[src/rtl/pc_pkg.sv]
// Shared types for the program-counter generator: next-PC modes, FSM states
// and the per-cycle control bundle that the FSM hands to the PC datapath.
package pc_pkg;

    typedef enum logic [2:0] {
        MODE_SEQ    = 3'd0,
        MODE_BRANCH = 3'd1,
        MODE_JUMP   = 3'd2,
        MODE_JUMPR  = 3'd3,
        MODE_ERET   = 3'd4
    } pc_mode_e;

    typedef enum logic [1:0] {
        ST_BOOT = 2'd0,
        ST_RUN  = 2'd1,
        ST_HALT = 2'd2
    } pc_state_e;

    // One-hot-ish actions for the datapath; load_trap wins over load_target.
    typedef struct packed {
        logic load_trap;
        logic load_target;
        logic save_epc;
        logic misalign;
    } pc_ctrl_t;

endpackage

[src/rtl/pc_target.sv]
// Combinational next-PC target selection and alignment check.
// Only redirecting targets are checked; sequential and not-taken paths are not.
module pc_target
    import pc_pkg::*;
#(
    parameter int PC_WIDTH = 32
) (
    input  logic [2:0]          mode,
    input  logic                br_taken,
    input  logic [PC_WIDTH-1:0] pc,
    input  logic [PC_WIDTH-1:0] imm,
    input  logic [PC_WIDTH-1:0] rs1,
    input  logic [PC_WIDTH-1:0] epc,
    output logic [PC_WIDTH-1:0] pc_plus4,
    output logic [PC_WIDTH-1:0] target,
    output logic                misaligned
);

    logic [PC_WIDTH-1:0] jr_sum;
    logic                check;

    always_comb begin
        pc_plus4 = pc + PC_WIDTH'(4);
        jr_sum   = rs1 + imm;
        target   = pc_plus4;
        check    = 1'b0;
        case (mode)
            MODE_BRANCH: begin
                if (br_taken) begin
                    target = pc + imm;
                    check  = 1'b1;
                end
            end
            MODE_JUMP: begin
                target = pc + imm;
                check  = 1'b1;
            end
            MODE_JUMPR: begin
                // Register jumps drop bit 0 before the alignment test.
                target = {jr_sum[PC_WIDTH-1:1], 1'b0};
                check  = 1'b1;
            end
            MODE_ERET: begin
                target = epc;
                check  = 1'b1;
            end
            default: begin
                target = pc_plus4;
                check  = 1'b0;
            end
        endcase
        misaligned = check & (target[1:0] != 2'b00);
    end

endmodule

[src/rtl/pc_gen.sv]
// Program-counter generator: BOOT/RUN/HALT control, trap and misalign
// redirects, and a valid/ready fetch request port.
module pc_gen
    import pc_pkg::*;
#(
    parameter int          PC_WIDTH   = 32,
    parameter int          DATA_WIDTH = 32,
    parameter int unsigned RESET_VEC  = 0,
    parameter int unsigned TRAP_VEC   = 'h100
) (
    input  logic                  clk,
    input  logic                  rst_n,
    input  logic [2:0]            mode,
    input  logic                  br_taken,
    input  logic [DATA_WIDTH-1:0] imm,
    input  logic [DATA_WIDTH-1:0] rs1,
    input  logic                  stall,
    input  logic                  trap_req,
    input  logic                  halt_req,
    input  logic                  resume,
    output logic                  fetch_valid,
    input  logic                  fetch_ready,
    output logic [PC_WIDTH-1:0]   pc,
    output logic [PC_WIDTH-1:0]   pc_plus4,
    output logic [PC_WIDTH-1:0]   epc,
    output logic                  misalign_err,
    output pc_state_e             dbg_state
);

    localparam logic [PC_WIDTH-1:0] RESET_PC = PC_WIDTH'(RESET_VEC);
    localparam logic [PC_WIDTH-1:0] TRAP_PC  = PC_WIDTH'(TRAP_VEC);

    // Fetch handshake: a request is offered while fetch_valid is high and is
    // consumed on a rising edge where fetch_ready is also high; the PC holds
    // its value until then, and only a trap may redirect an unaccepted request.

    pc_state_e           state;
    pc_state_e           state_nxt;
    pc_ctrl_t            ctrl;
    logic [PC_WIDTH-1:0] target;
    logic                target_mis;
    logic                adv;
    logic                misalign_hit;
    logic                unused_hi;

    // Operands wider than the PC contribute only their low bits.
    assign unused_hi = ^{imm, rs1};

    pc_target #(
        .PC_WIDTH (PC_WIDTH)
    ) u_target (
        .mode       (mode),
        .br_taken   (br_taken),
        .pc         (pc),
        .imm        (imm[PC_WIDTH-1:0]),
        .rs1        (rs1[PC_WIDTH-1:0]),
        .epc        (epc),
        .pc_plus4   (pc_plus4),
        .target     (target),
        .misaligned (target_mis)
    );

    assign fetch_valid  = (state == ST_RUN) & ~stall;
    assign adv          = fetch_valid & fetch_ready & ~stall;
    assign misalign_hit = adv & target_mis;
    assign dbg_state    = state;

    always_ff @(posedge clk or negedge rst_n) begin
        if (!rst_n) begin
            state <= ST_BOOT;
        end else begin
            state <= state_nxt;
        end
    end

    always_comb begin
        state_nxt = state;
        case (state)
            ST_BOOT: state_nxt = ST_RUN;
            ST_RUN: begin
                if (trap_req || misalign_hit) begin
                    state_nxt = ST_RUN;
                end else if (halt_req) begin
                    state_nxt = ST_HALT;
                end
            end
            ST_HALT: begin
                if (trap_req) begin
                    state_nxt = ST_RUN;
                end else if (resume && !halt_req) begin
                    state_nxt = ST_RUN;
                end
            end
            default: state_nxt = ST_BOOT;
        endcase
    end

    // Redirect priority: trap, misalign, halt, stall, then normal advance.
    always_comb begin
        ctrl = '0;
        case (state)
            ST_RUN: begin
                if (trap_req) begin
                    ctrl.load_trap = 1'b1;
                    ctrl.save_epc  = 1'b1;
                end else if (misalign_hit) begin
                    ctrl.load_trap = 1'b1;
                    ctrl.save_epc  = 1'b1;
                    ctrl.misalign  = 1'b1;
                end else if (halt_req) begin
                    ctrl = '0;
                end else if (adv) begin
                    ctrl.load_target = 1'b1;
                end
            end
            ST_HALT: begin
                if (trap_req) begin
                    ctrl.load_trap = 1'b1;
                    ctrl.save_epc  = 1'b1;
                end
            end
            default: ctrl = '0;
        endcase
    end

    always_ff @(posedge clk or negedge rst_n) begin
        if (!rst_n) begin
            pc           <= RESET_PC;
            epc          <= RESET_PC;
            misalign_err <= 1'b0;
        end else begin
            misalign_err <= ctrl.misalign;
            if (ctrl.save_epc) begin
                epc <= pc;
            end
            if (ctrl.load_trap) begin
                pc <= TRAP_PC;
            end else if (ctrl.load_target) begin
                pc <= target;
            end
        end
    end

endmodule

[config.mk]
export PLATFORM = sky130hd
export DESIGN_NAME = pc_gen
export DESIGN_NICKNAME = d
export VERILOG_FILES = /design/src/rtl/pc_pkg.sv /design/src/rtl/pc_target.sv /design/src/rtl/pc_gen.sv
export SDC_FILE = /design/constraint.sdc
export NUM_CORES = 1
export LEC_CHECK = 0
export ABC_AREA = 1
export CELL_PAD_IN_SITES_DETAIL_PLACEMENT = 1
export CELL_PAD_IN_SITES_GLOBAL_PLACEMENT = 1
export CORE_MARGIN = 2
export CORE_UTILIZATION = 33
export DETAILED_ROUTE_END_ITERATION = 10
export GPL_ROUTABILITY_DRIVEN = 0
export GPL_TIMING_DRIVEN = 1
export PLACE_DENSITY_LB_ADDON = 0.1
export SLEW_MARGIN = 20
export SYNTH_ARGS = -nofsm -noshare
export SYNTH_HDL_FRONTEND = slang
export SYNTH_SLANG_ARGS = --single-unit
[constraint.sdc]
create_clock -name clk -period 2.5 [get_ports clk]
set_clock_uncertainty 0.15 [all_clocks]
set_input_delay 0.25 -clock clk [delete_from_list [all_inputs] [get_ports clk]]
set_output_delay 0.25 -clock clk [all_outputs]
set_load 0.02 [all_outputs]
# Yosys cells after proc, flatten, opt, wreduce, memory -nomap -nowiden

Index checks and enable logic that the tools add are counted.

Output and inout port bits: 100
Memory bits (writable): 0
Word-level logic and storage cells: 54
Memory bits (read-only): 0
Register bits after elaboration: 67
Bits of input ports: 75
Latch bits: 0
Memories: 0

$add $sub $neg: 3
Divide/modulo/power cells: 0
Magnitude comparators: 0
Bitwise logic cells: 6
Equal/unequal tests: 8
Reductions and logical operators: 8
Multiply operators: 0
Multiplexer cells: 25
Shift operators: 0

Operators with widths:

| kind                    | number |
|---|---|
| $pmux W32 S4            | 1 |
| $mux W32                | 3 |
| $add A32 B32 Y32        | 2 |
| $add A32 B3 Y32 const B | 1 |
| $mux W1                 | 12 |
| $mux W2                 | 5 |
| $eq A3 B2 Y1 const B    | 2 |
| $pmux W1 S2             | 3 |
| $pmux W2 S3             | 1 |
| $and A1 B1 Y1           | 5 |
| $reduce_bool A2 Y1      | 2 |
| $eq A3 B1 Y1 const B    | 1 |
| $eq A3 B3 Y1 const B    | 1 |
| $ne A3 B2 Y1 const B    | 1 |
| $ne A3 B3 Y1 const B    | 1 |
| $reduce_or A3 Y1        | 1 |
| $eq A2 B1 Y1 const B    | 1 |
| $eq A2 B2 Y1 const B    | 1 |
| $logic_not A2 Y1        | 1 |
| $reduce_and A2 Y1       | 1 |
| $logic_and A1 B1 Y1     | 1 |
| $logic_not A1 Y1        | 1 |
| $logic_or A1 B1 Y1      | 1 |
| $not A1 Y1              | 1 |

# Logic depth before layout (Yosys ltp)

Word-level depth: 11
Depth in mapped cells: 19
Depth with buffers taken out: 18

# Hierarchy

From an unflattened synthesis, not the netlist that was laid out.

Cells, all modules: 1,569
Area, all modules: 8,853.5 um2

Modules (own cells, without submodules):

| module    | area each (um2) | times used | cells each |
|---|---|---|---|
| pc_target | 6,030.8         | 1          | 1,252 |
| pc_gen    | 2,822.7         | 1          | 317 |

# Worst setup path after synthesis

OpenSTA, ideal clock, no wires.

Path type: register to register
Start: register pc[0]
End: register pc[10]
Setup time: 66 ps
Buffers on the path: 2
Data required time: 2,284 ps
Cell stages (with the launch flop): 20
Slack: -139 ps
Clock period less this slack: 2,639 ps
Data arrival time: 2,423 ps
Cells stage by stage: dfrtp_1 -> ha_1 -> inv_1 -> fa_1 -> nand2_1 -> o21ai_0 -> nor2_1 -> nor2_1 -> nand3_1 -> nor2_1 -> nand2_1 -> nand2_2 -> nand2_2 -> nand2_2 -> nand2_2 -> nand2_2 -> buf_6 -> buf_6 -> nand3_1 -> nand2_1

Longest elaborated chain between the ends: 10
Elaborated cells on any way between the ends: 16
Classes of those cells: add/sub (2); mux (10); bitwise (2); reduce/logical (2)

RTL lines:

| what                                                       | RTL line                                          | source |
|---|---|---|
| start, declared                                            | pc_gen.sv:23                                      | `output logic [PC_WIDTH-1:0] pc,` |
| start signal, assigned                                     | pc_gen.sv:139                                     | `pc <= target;` |
| $add A32 B3 Y32 / $add A32 B32 Y32 (equally long branches) | pc_target.sv:23, pc_target.sv:30, pc_target.sv:35 |  |
| $mux W32                                                   | pc_target.sv:29                                   | `if (br_taken) begin` |
| $pmux W32 S4 (*)                                           | pc_target.sv:27                                   | `case (mode)` |
| $reduce_bool A2 Y1                                         | pc_target.sv:52                                   | `misaligned = check & (target[1:0] != 2'b00);` |
| $and A1 B1 Y1                                              | pc_target.sv:52                                   |  |
| $and A1 B1 Y1                                              | pc_gen.sv:65                                      | `assign misalign_hit = adv & target_mis;` |
| $mux W1                                                    | pc_gen.sv:106                                     | `end else if (misalign_hit) begin` |
| $mux W1                                                    | pc_gen.sv:103                                     | `if (trap_req) begin` |
| $pmux W1 S2 / $mux W1 (equally long branches)              | pc_gen.sv:101                                     | `case (state)` |
| $mux W32 / $reduce_bool A2 Y1 (equally long branches)      | -                                                 |  |

Every way passes the cells marked *; elsewhere a longest branch is shown, timed or not. The select of a mux whose other input is x is not followed.
A chain may end at the register's enable or synchronous reset.

# Final worst setup path

Start: register pc[0]
End: register pc[17]

Same word-level chain as after synthesis.

==> results.yml <==
sta:
  rsz0062_at_grt: "true"
  timing.hold.ws_ns: 0.301
  hold_viol: 0
  timing.final.max_slew_violations: 0
  slew-limit-headroom: 0.569
  final_min_period_over_clock_period: 1.24
  worst_slack_ns: -0.600
  count_of_endpoints_failing_setup_in_the_final_report: 90
  clock.fmax_mhz: 323
  worst_slew_pin_slew_ns: 0.647
  finalWorstPathRequiredPeriod_ns: 3.10
worst_hold_path:
  worst_hold_path_type: "input port to asynchronous set/reset pin"
setup_path:
  cell_count_of_the_worst_reg_to_reg_path: 18
  path_class: "flop to flop"
  critPathMaxFanout: 9
  critical_path.reg2reg.endpoint: "pc[17]$_DFFE_PN0P_"
  critPathCaptureType: "flop"
  ff2ff_setup_slack_ns: -0.60
  setup.worst_path.start_class: "flop"
  critical_path_arrival_ns: 3.22
  regToRegStartpoint: "pc[0]$_DFFE_PN0P_"
  critPathRequiredTime_ns: 2.62
floorplan:
  design.die.area_um2: 28000
  die_width_um: 167
  start_util: 0.337
  std_cell_rows: 59
  ios: 175
  die_y_um: 167
  core_region_area_um2: 26100
routing:
  drc: 10
  drt-initial-drc-count: 1314
  num_vias: 13700
  vias_per_cell: 5.69
  routedWlPerCell_um: 23.3
  drt_pass1_iterations: 8
  totalWireLength_um: 56200
  antenna_violating_nets_post_route: 0
logic_synthesis:
  ys_top_cells_by_count: "sky130_fd_sc_hd__nand2_1 (572), sky130_fd_sc_hd__inv_1 (220), sky130_fd_sc_hd__nor2_1 (155)"
  postSynth.asyncResetShare: 1.00
  synth_nets: 1703
  most_frequently_used_flop_master_after_synthesis: "sky130_fd_sc_hd__dfrtp_1"
  synth.top_cell.area_share: 0.244
  synth-warning-count: 0
  ys_top_cells_by_area: "sky130_fd_sc_hd__nand2_1 (24%), sky130_fd_sc_hd__dfrtp_1 (19%), sky130_fd_sc_hd__ha_1 (9.4%)"
  synth.largest_area_cell: "sky130_fd_sc_hd__nand2_1"
  synth-edff-count: 0
  ys_types: 41
  synthesis.instances: 1560
  ys_seq_elements: 67
  synth_most_common_cell: "sky130_fd_sc_hd__nand2_1"
  synth-seq-area-share: 0.190
  synthesis.area_per_instance_um2: 5.65
  synth_area_um2: 8810
final_layout:
  layout.cell_area.non_filler_um2: 15000
  insertedDiodeCount: 0
  net_total_in_the_final_layout: 2212
  postLayoutCoreUtil: 0.572
  final_cell_count_no_fill: 2409
  layout_cells_sized_above_1: 0.285
  layout-area-overhead-vs-synth_pct: 69.7
global_route:
  grt_pass1_wl_um: 71600
  grt_max_degree: 47
  grt_pass1_vias: 13364
  grt_remaining_overflow: 0
  grt_antenna_before_repair: 2
  globalRouteTotalUtil: 0.328
cts:
  cts-htree-levels: 3
  tritoncts_sink_count: 67
  tritoncts: "built"
  max-clock-path-buffers: 2
  cts-buffers-inserted: 9
  cts-root-buf: "sky130_fd_sc_hd__clkbuf_16"
  worstSkewPairLatency_ns: 0.36
  clk_pin_slew_worst_paths_ns: 0.08
power_and_ir_drop:
  static-leakage-power_uw: 0.00782
  total_power_uw: 10400
  vdd_drop_max_v: 0.000626
  power.density_cell_area_nw_per_um2: 698
job:
  max_cap_violations: 0
run_status:
  violations: "DRC, setup timing"
  outcome: "finished, violations left"
placed_design:
  placed_insts: 2335
  io_buffer_count: 174
  detailed_place.area_um2: 13100
  detailedPlacementHpwl_um: 37000
[area by class of cell]
| cell class | count | area (µm²) |
|---|---|---|
| fill | 3485 | 11200 |
| multi-input combinational | 1243 | 7010 |
| timing repair buffer | 525 | 4710 |
| sequential | 67 | 1690 |
| inverter | 223 | 850 |
| tap | 335 | 419 |
| clock buffer | 9 | 225 |
| clock inverter | 7 | 45.0 |
[flip-flops by register name, summed over array words and instances, names as in the netlist]
| signal | cells |
|---|---|
| epc | 32 |
| pc | 32 |
| dbg_state | 2 |
| misalign_err | 1 |
[metal layers]
layer,GRT usage,vias to the layer above,wire length [µm]
met1,0.420,6588,21800
met2,0.559,800,25500
li1,-,6032,-
met4,0.141,2,4110
met3,0.0392,278,4760
met5,0,-,16
[worst max-delay path: stages (launching register included)]
cell and delay (ns):
sky130_fd_sc_hd__dfrtp_2 0.42, sky130_fd_sc_hd__ha_4 0.15, sky130_fd_sc_hd__inv_2 0.03, sky130_fd_sc_hd__fa_1 0.54
sky130_fd_sc_hd__nand2_1 0.07, sky130_fd_sc_hd__o21ai_1 0.10, sky130_fd_sc_hd__nor2_1 0.06, sky130_fd_sc_hd__nor2_1 0.15
sky130_fd_sc_hd__nand3_2 0.12, sky130_fd_sc_hd__nor2_2 0.18, sky130_fd_sc_hd__nand2_1 0.09, sky130_fd_sc_hd__nand2_2 0.09
sky130_fd_sc_hd__nand2_2 0.08, sky130_fd_sc_hd__nand2_4 0.10, sky130_fd_sc_hd__nand2_8 0.09, sky130_fd_sc_hd__nand2_8 0.14
sky130_fd_sc_hd__clkbuf_16 0.20, sky130_fd_sc_hd__nand3_1 0.10, sky130_fd_sc_hd__nand2_1 0.14
[cells in the final DEF, fill, tap and decap left out, drive strengths merged, types with 66 or more instances in the layout]
master         instances
clkdlybuf4s50        145
o21ai                 74
nand3                157
buf                  365
dfrtp                 67
ha                    66
inv                  223
a21oi                 78
nand2                579
nor2                 156
[per-stage QoR]
step                      setup WS, ns  setup TNS [ns]
after floorplan                -0.0207          -0.545
after global placement          -0.598          -38.31
after detailed placement        -0.733          -46.59
after CTS                       -0.295          -15.99
after global routing            -0.703          -42.53
final                           -0.600          -34.67
[worst max path at each step]
stage	start	depth (start not counted)	slack (ns)	endpoint
finish	pc[0]$_DFFE_PN0P_	18	-0.60	pc[17]$_DFFE_PN0P_
global route	pc[0]$_DFFE_PN0P_	18	-0.70	epc[14]$_DFFE_PN0P_
CTS	pc[0]$_DFFE_PN0P_	17	-0.30	pc[5]$_DFFE_PN0P_
detailed placement	imm[0]	18	-0.73	epc[25]$_DFFE_PN0P_
global placement	imm[0]	18	-0.60	epc[30]$_DFFE_PN0P_
floorplan	pc[0]$_DFFE_PN0P_	19	-0.02	pc[19]$_DFFE_PN0P_
[report_power, final]
group	total, µW	internal [µW]	switching [µW]
Clock	1240	669	572
Sequential	1880	1390	496
Combinational	7320	3150	4170
[repair_timing]
action | 4_1_cts | 5_1_grt
resized for setup | 157 | 239
pin swaps | 9 | 53
hold endpoints to repair | 21 | 0
setup buffers | 17 | 30
hold buffers | 1 | 0
endpoints found under the setup margin | 92 | 91
cloned | 4 | 9
[cell families after synthesis]
family | count (synthesis) | share of synthesized area
flops | 67 | 0.190
buf+inv | 251 | 0.113
xor+xnor | 21 | 0.0209
simple gates | 974 | 0.467
fa+ha+maj | 68 | 0.0983
compound gates | 179 | 0.111
Power figures use the tool's default switching activity.
